### src/rtl/mulu_m2q2_ctrl.sv
// Sequencing controller for a combinational 2x2 multiplier core.
// Define MULU_SIGN_EN for two's-complement operands and a sign output s.
module mulu_m2q2_ctrl #(
  parameter int unsigned LATENCY = 2
) (
  input  logic       clk,
  input  logic       reset,
  input  logic       start,
  input  logic [1:0] x_in,
  input  logic [1:0] y_in,
  output logic [1:0] op_x,
  output logic [1:0] op_y,
  input  logic [3:0] core_p,
  output logic [3:0] p,
  output logic       rdy,
  output logic       busy
`ifdef MULU_SIGN_EN
  ,
  output logic       s
`endif
);

  typedef enum logic [1:0] {
    ST_IDLE = 2'd0,
    ST_WAIT = 2'd1,
    ST_DONE = 2'd2
  } state_t;

  localparam logic [3:0] LAT_M1 = 4'(LATENCY - 1);

  state_t     state_r;
  logic [3:0] cnt_r;
  logic [1:0] ld_x_s;
  logic [1:0] ld_y_s;

`ifdef MULU_SIGN_EN
  logic       ld_s_s;
  logic       sign_pend_r;
  logic       s_r;

  // Magnitude of a 2-bit two's-complement value (-2 maps to 2).
  function automatic logic [1:0] mag2(input logic [1:0] v);
    if (v[1]) begin
      mag2 = 2'(~v + 2'd1);
    end else begin
      mag2 = v;
    end
  endfunction

  // Operand conditioning: magnitudes to the core, sign kept aside.
  always_comb begin
    ld_x_s = mag2(x_in);
    ld_y_s = mag2(y_in);
    ld_s_s = (x_in[1] ^ y_in[1]) & (|ld_x_s) & (|ld_y_s);
  end

  assign s = s_r;
`else
  // Unsigned operands pass straight through to the core.
  always_comb begin
    ld_x_s = x_in;
    ld_y_s = y_in;
  end
`endif

  // Control FSM with registered operands, product and status flags.
  always_ff @(posedge clk or posedge reset) begin
    if (reset) begin
      state_r     <= ST_IDLE;
      cnt_r       <= 4'd0;
      op_x        <= 2'd0;
      op_y        <= 2'd0;
      p           <= 4'd0;
      rdy         <= 1'b0;
      busy        <= 1'b0;
`ifdef MULU_SIGN_EN
      sign_pend_r <= 1'b0;
      s_r         <= 1'b0;
`endif
    end else begin
      case (state_r)
        ST_IDLE, ST_DONE: begin
          // A load from DONE drops rdy on the same edge; p stays until replaced.
          if (start) begin
            op_x        <= ld_x_s;
            op_y        <= ld_y_s;
            cnt_r       <= 4'd0;
            rdy         <= 1'b0;
            busy        <= 1'b1;
            state_r     <= ST_WAIT;
`ifdef MULU_SIGN_EN
            sign_pend_r <= ld_s_s;
`endif
          end else begin
            state_r <= state_r;
          end
        end
        ST_WAIT: begin
          cnt_r <= cnt_r + 4'd1;
          if (cnt_r == LAT_M1) begin
            p       <= core_p;
            rdy     <= 1'b1;
            busy    <= 1'b0;
            state_r <= ST_DONE;
`ifdef MULU_SIGN_EN
            s_r     <= sign_pend_r;
`endif
          end else begin
            state_r <= ST_WAIT;
          end
        end
        default: begin
          state_r <= ST_IDLE;
          rdy     <= 1'b0;
          busy    <= 1'b0;
        end
      endcase
    end
  end

endmodule
### config.mk
export PLATFORM = sky130hd
export DESIGN_NAME = mulu_m2q2_ctrl
export DESIGN_NICKNAME = d
export VERILOG_FILES = /design/src/rtl/mulu_m2q2_ctrl.sv
export SDC_FILE = /design/constraint.sdc
export NUM_CORES = 1
export LEC_CHECK = 0
export CELL_PAD_IN_SITES_DETAIL_PLACEMENT = 0
export CELL_PAD_IN_SITES_GLOBAL_PLACEMENT = 1
export CORE_ASPECT_RATIO = 1.2
export CORE_MARGIN = 5
export CORE_UTILIZATION = 41
export CTS_BUF_LIST = sky130_fd_sc_hd__clkbuf_4 sky130_fd_sc_hd__clkbuf_8
export DETAILED_ROUTE_END_ITERATION = 10
export PLACE_DENSITY_LB_ADDON = 0.1
export REMOVE_ABC_BUFFERS = 1
export SYNTH_ARGS = -nofsm -noshare
export SYNTH_HDL_FRONTEND = slang
export SYNTH_SLANG_ARGS = --single-unit
### constraint.sdc
create_clock -name clk -period 2 [get_ports clk]
set_input_delay 0.2 -clock clk [delete_from_list [all_inputs] [get_ports clk]]
set_output_delay 0.2 -clock clk [all_outputs]
set_load 0.005 [all_outputs]
# Word level (Yosys, flattened, before mapping)
# Cells that the tools add are included.
word_totals:
  word_cells: 31
  register_bits: 16
  inputBits: 11
  out_inout_bits: 10
classes:
  n_eq_ne: 5
  muxes: 11
  addsub: 1
  n_reduce_logical: 7
ops:
  columns: ["cell", "count"]
  rows:
  - ["case mux 4 bit (2 select lines)", 1]
  - ["AND reduction 2 bit", 4]
  - ["adder 4 x 1 -> 4 bit (second input constant)", 1]
  - ["== test 4 x 1 -> 1 bit (second input constant)", 1]
  - ["2-to-1 mux 1 bit", 4]
  - ["2-to-1 mux 2 bit", 2]
  - ["2-to-1 mux 4 bit", 1]
  - ["!= test 2 bit (second input constant)", 2]
  - ["case mux 1 bit (2 select lines)", 2]
  - ["case mux 2 bit (2 select lines)", 1]
  - ["== test 2 x 1 -> 1 bit (second input constant)", 1]
  - ["== test 2 bit (second input constant)", 1]
  - ["logical NOT 2 bit", 1]
  - ["nonzero test 2 bit", 1]
  - ["OR reduction 2 bit", 1]

# Logic depth before layout (Yosys ltp)
depth:
  word_depth: 4
  ltp_mapped: 5
  mapped_depth_nobuf: 5

# Worst setup path after synthesis
# No wires, ideal clock.
synth_path:
  path_kind: "reg2reg"
  startpoint: "register cnt_r[1]"
  endpoint: "register p[0]"
  path_slack_ns: 0.666
  synth_period_minus_slack_ns: 1.334
  path_buffers: 0
  arrival_time_ns: 1.209
  required_time_ns: 1.875
  setup_time_ns: 0.125
  path_stages_with_launch: 6
  cell_sequence: "dfrtp_1 inv_1 ha_1 nor3b_4 nand2_4 mux2_4"
synth_via:
  elab_chain_len: 2
synth_lines:
  columns: ["element", "line", "text"]
  rows:
  - ["start, declared", "32", "logic [3:0] cnt_r;"]
  - ["start signal, assigned", "99", "cnt_r <= cnt_r + 4'd1;"]
  - ["== test 4 x 1 -> 1 bit", "100", "if (cnt_r == LAT_M1) begin"]
  - ["AND reduction 2 bit (no source line)", null, null]
  - ["end signal, assigned", "101", "p <= core_p;"]
  - ["end, declared", "14", "output logic [3:0] p,"]
# Every way passes these cells.
# A chain may end at the register's enable or synchronous reset.

# Worst setup path after layout
layout_path:
  startpoint: "register cnt_r[1]"
  endpoint: "register p[2]"
# Same word-level chain as after synthesis.

==> results.txt <==
Outcome - finished, final reports clean
Clock share of power - 13.8%
Detailed Route Iter0 Violations - 4
Vias in the first global route - 557
Worst Hold Class - input port to asynchronous set/reset pin
Filler Cell Count - 177
Die ar. - 2800 um^2
Nets - 93
Final Setup Violations - 0
Crit. End Element - register
Arr. time, crit path - 1.62 ns
Root Buffer - clkbuf_4
Detailed-route via count - 485
Largest net degree at the start of global routing - 17
Synth cell types - 25
Top cells by area, synth - dfrtp_1 53%, mux2_4 8.0%, mux2_2 6.0%
First-pass GRT wire length - 2390 um
Post-Layout Cell Count - 98
CTS Buffer Depth - 2
Slew Viols, Final - 0
Drt wl/cell - 13.5 um
RSZ-0062 raised after global routing - false
Clock tree from TritonCTS - yes
Post-Synthesis Cell Area - 753 um^2
CTS Buf Count - 3
P per Cell Area - 1530 nW/um^2
Ratio of cells with drive above 1 in the final layout - 19.0%
I/O pins - 21
Drt total wl - 1320 um
Post-CTS Setup Inserts - 0
Sequential power share - 41.3%
Rel. slew slack - 59.2%
Commonest non-fill, non-tap cell in the layout - clkdlybuf4s50_1
Clock period minus worst slack - 1.45 ns
Die Y - 57.0 um
Syn Inst Count - 58
Final setup TNS - 0 ns
Largest area contributor in the netlist - dfrtp_1
Post-cts hold buffer count - 0
Hpwl dp - 1020 um
Tot Pwr - 0.00151 W
CTS sink cnt - 16
Final period util - 72.3%
Die Wd - 49.1 um
Clock Pin Slew Worst Setup and Hold Paths - 0.09 ns
GRT Total Usage - 10.8%
Critical path data required time - 2.17 ns
Worst-Skew Late Latency - 0.28 ns
Placed insts - 94
Port Buffers - 20
Remaining Overflow, GRT - 0
Fmax - 691 MHz
Initial antenna violation count - 0
Final hold slack - 0.280 ns
Worst VDD drop - 674 uV
1st-pass router iterations - 4
Post-CTS resize count - 0
Critical Path Fanout Max - 6
Reg2reg path depth - 5
Final hold violations - 0
Combinational Power Share - 44.9%
Syn avg cell area - 13.0 um^2
Most frequent cells in the layout - 20 x clkdlybuf4s50_1, 16 x dfrtp_1, 5 x nand2_1
Leakage power - 0.463 nW
Synthesis-stage register bit count - 16
Synth top area share - 53.2%
DR vias/cell - 4.95
P_sw - 0.000466 W
Post-synthesis sequential area ratio - 53.2%
Switching Fraction - 30.8%
H-tree depth - 1
Core Area - 1790 um^2
Pint - 0.00105 W
Crit Path Category - register to register
Antenna viol nets, final - 0
Routability cong. - 0.672
DRC violations left - 0
Starting density of the core - 42.2%
Warnings, synthesis - 0
# diodes - 0
Area Growth Syn to Fin - 31.1%
Core Rows - 17
Maxcap violations - 0
Critical path startpoint category - register
Final Skew - 0.00262 ns
Worst-margin pin slew - 0.611 ns
per-layer routing:
layer | routed length, um | global-route usage [%] | vias to the layer above
met4 | 0 | 3.46 | 0
met3 | 45 | 3.13 | 0
met5 | 0 | 0 | -
met1 | 581 | 13.4 | 237
met2 | 693 | 17.9 | 10
li1 | - | - | 238
power by group through the flow:
stage	clock network [W]	logic [W]	registers (W)
after floorplan	0	0.000404	0.000614
after global placement	0	0.000681	0.000633
after detailed placement	0	0.000695	0.000631
after CTS	0.000218	0.000694	0.000629
after global routing	0.000237	0.000750	0.000659
final	0.000209	0.000678	0.000624
synth_stat cells:
library cell,n
clkbuf_1,1
nor3b_4,1
a21oi_1,1
mux2_2,4
o21ai_0,3
nand2_1,5
buf_6,2
nor2b_4,1
nor2b_1,1
a22o_1,2
xnor2_1,1
dfrtp_1,16
or2b_1,1
ha_1,2
inv_1,3
o21bai_1,1
a21o_1,2
nand2_4,1
nor3b_1,1
mux2_4,4
nor2_1,1
nand4b_1,1
o21a_1,1
o22ai_1,1
nand2b_1,1
layout make-up:
type | instances | area, um^2 | area share, %
Sequential cell | 16 | 400 | 40.6
Tap cell | 19 | 23.8 | 2.41
Inverter | 3 | 11.3 | 1.14
Timing Repair Buffer | 20 | 200 | 20.3
Multi-Input combinational cell | 36 | 315 | 31.9
Clock buffer | 4 | 36.3 | 3.68
critical path, cell delays in order, from the launching register on:
cell,delay [ns]
dfrtp_1,0.43
inv_1,0.07
ha_1,0.13
nor3b_4,0.27
nand2_4,0.13
mux2_4,0.31
sequential cells by signal, summed over array words and instances, names as in the netlist:
name     count
op_y         2
rdy          1
busy         1
p            4
cnt_r        4
state_r      2
op_x         2
logic make-up after synthesis:
group | synth area share [%]
muxes | 14.0
DFF | 53.2
buffers and inverters | 4.98
AOI/OAI and AO/OA | 9.80
xor gates and xnor gates | 1.16
and+or+nand+nor | 13.6
adders and majority gates | 3.32
path summary, 6_finish.rpt:
path	slack, ns	endpoint	from
max reg2reg	0.55	p[2]	cnt_r[1]
min reg2reg	0.51	busy	busy
max	0.55	p[2]	cnt_r[1]
max in group asynchronous	1.32	cnt_r[0]	reset
min in group clk	0.51	busy	busy
min	0.28	op_y[1]	reset
metrics by stage:
stage                     area [um^2]  worst slack [ns]  utilization (%)
after floorplan                   727             0.666                -
after global placement            951             0.404             53.2
after detailed placement          951             0.387             53.2
after CTS                         987             0.527             55.3
after global routing              987             0.461             55.3
final                             987             0.553             55.3
(Power assumes the default switching activity.)
==> RTL edit, RTL diff (same flow settings) <==
The option `MULU_SIGN_EN` is turned on by a define.
--- a/src/rtl/mulu_m2q2_ctrl.sv
+++ b/src/rtl/mulu_m2q2_ctrl.sv
@@ -1,4 +1,6 @@
 // Sequencing controller for a combinational 2x2 multiplier core.
 // Define MULU_SIGN_EN for two's-complement operands and a sign output s.
+`define MULU_SIGN_EN
+
 module mulu_m2q2_ctrl #(
   parameter int unsigned LATENCY = 2
Formal check against the unedited RTL (old outputs only; new: s): not equivalent (Yosys sat finds a counterexample within 4 cycles, from zero or initial values and one cycle with reset high).
==> RTL edit against the original RTL <==
  * Wire length is 12% higher
  * Synthesized area up 10%
  * Worst setup slack lost 48 ps
  * Sequential cell count is 2 higher
  * Clock power grew 9%
  * Via count is 18% higher
  * Combinational power fell by 6.2%
  * Design area is 10% higher
  * Power grew 0.26%
==> RTL edit: results (changes against the original RTL) <==
[finish]
nFillCells=174  ; -1.7%
fin_nets=107  ; +15%
drive_above_1_share_pct=16.1  ; -2.9 points
num_antenna_cells=0  ; unchanged
reg_top3=cnt_r: 4 flops, p: 4 flops
syn_to_final_growth_pct=30.7

[clocking]
numCtsBuffers=3  ; unchanged
insertion_delay_ps=300  ; +20 ps
clk_pin_slew_ps=110  ; +20 ps

[synthesis]
yosysUniqueCellTypes=22  ; -12%
yosys.area_share.adder_pct=3.01  ; -0.31 points
synthTopCellsByCount=dfrtp_1, mux2_2, nand2_1, o21ai_0
synth_compound_area_share_pct=8.87  ; -0.93 points
muxShareOfSynthArea_pct=12.2  ; -1.8 points
avgSynthCellArea_um2=11.7  ; -9.8%
synth_xor_area_share_pct=2.11  ; +0.94 points
synth.area.top_cells=dfrtp_1, mux2_2, nand2_1
yosys_warnings=0  ; unchanged
seq_area_frac_synth_pct=54.1  ; +0.98 points

[sta]
worstMarginPinSlew_ps=681  ; +69.7 ps
skew_ps=4.75  ; +2.13 ps
whs_ps=301  ; +21.0 ps

[global_routing]
grt_max_degree=19  ; +2
grt_usage_pct=11.9  ; +1.1 points
grtUsageMet3_pct=2.77  ; -0.36 points
grt_util_met2_pct=20.4  ; +2.6 points
grt_pass1_vias=628  ; +13%
met1_usage_pct=12.9  ; -0.53 points
grt_pass1_wl_um=2670  ; +12%

[placed_design]
placed_area_um2=1050  ; +11%
place.gp.congestion=0.684  ; +1.8%
io_buffer_count=21  ; +5.0%
dpl_worst_slack_ps=494  ; +107 ps
dpl.hpwl_um=1120  ; +9.9%

[drt]
met3WireLength_um=69  ; +53%
routed_via_density=5.11  ; +3.2%
top_layer=met4
firstDrtPassIters=3  ; -1
wl_met1_um=599  ; +3.1%
wl_met2_um=779  ; +12%
via_count=572  ; +18%
wirelength_um=1480  ; +12%

[setup_path]
r2r_end=p[2]
worstPathArrival_ps=1690  ; +70 ps
path_delay_family=simple AND/OR/NAND/NOR gates
reg2reg_slack_ps=510  ; -50 ps
cpPeakStageDelay_ps=410  ; -20 ps

[pwr]
irDropWorstVdd_mv=0.610  ; -9.4%
leakagePower_uw=0.000498  ; +7.7%

[run_status]
status=finished, final reports clean

## RTL edit: report_power, final
part | switching (uW) | internal, uW | leakage, uW
clock network | 116 | 111 | 0.0000210
registers | 129 | 523 | 0.000224
logic | 225 | 411 | 0.000254
total | 470 | 1040 | 0.000498
## RTL edit: layout make-up
class | instances | share of cell area, %
Clock buffer | 4 | 3.34
Sequential cell | 18 | 41.4
Tap cell | 19 | 2.19
Multi-Input combinational cell | 46 | 32.3
Timing Repair Buffer | 21 | 19.3
Inverter | 4 | 1.38
## RTL edit: worst max-delay path by stage
| stage | from | endpoint | slack, ps | depth (start not counted) |
|---|---|---|---|---|
| 2_1_floorplan | cnt_r[1] | p[0] | 630 | 5 |
| 3_3_place_gp | start | op_x[0] | 470 | 3 |
| 3_5_place_dp | start | op_x[0] | 490 | 3 |
| 4_1_cts | cnt_r[1] | p[2] | 490 | 5 |
| 5_1_grt | cnt_r[1] | s | 380 | 5 |
| 6_report | cnt_r[1] | p[2] | 510 | 5 |
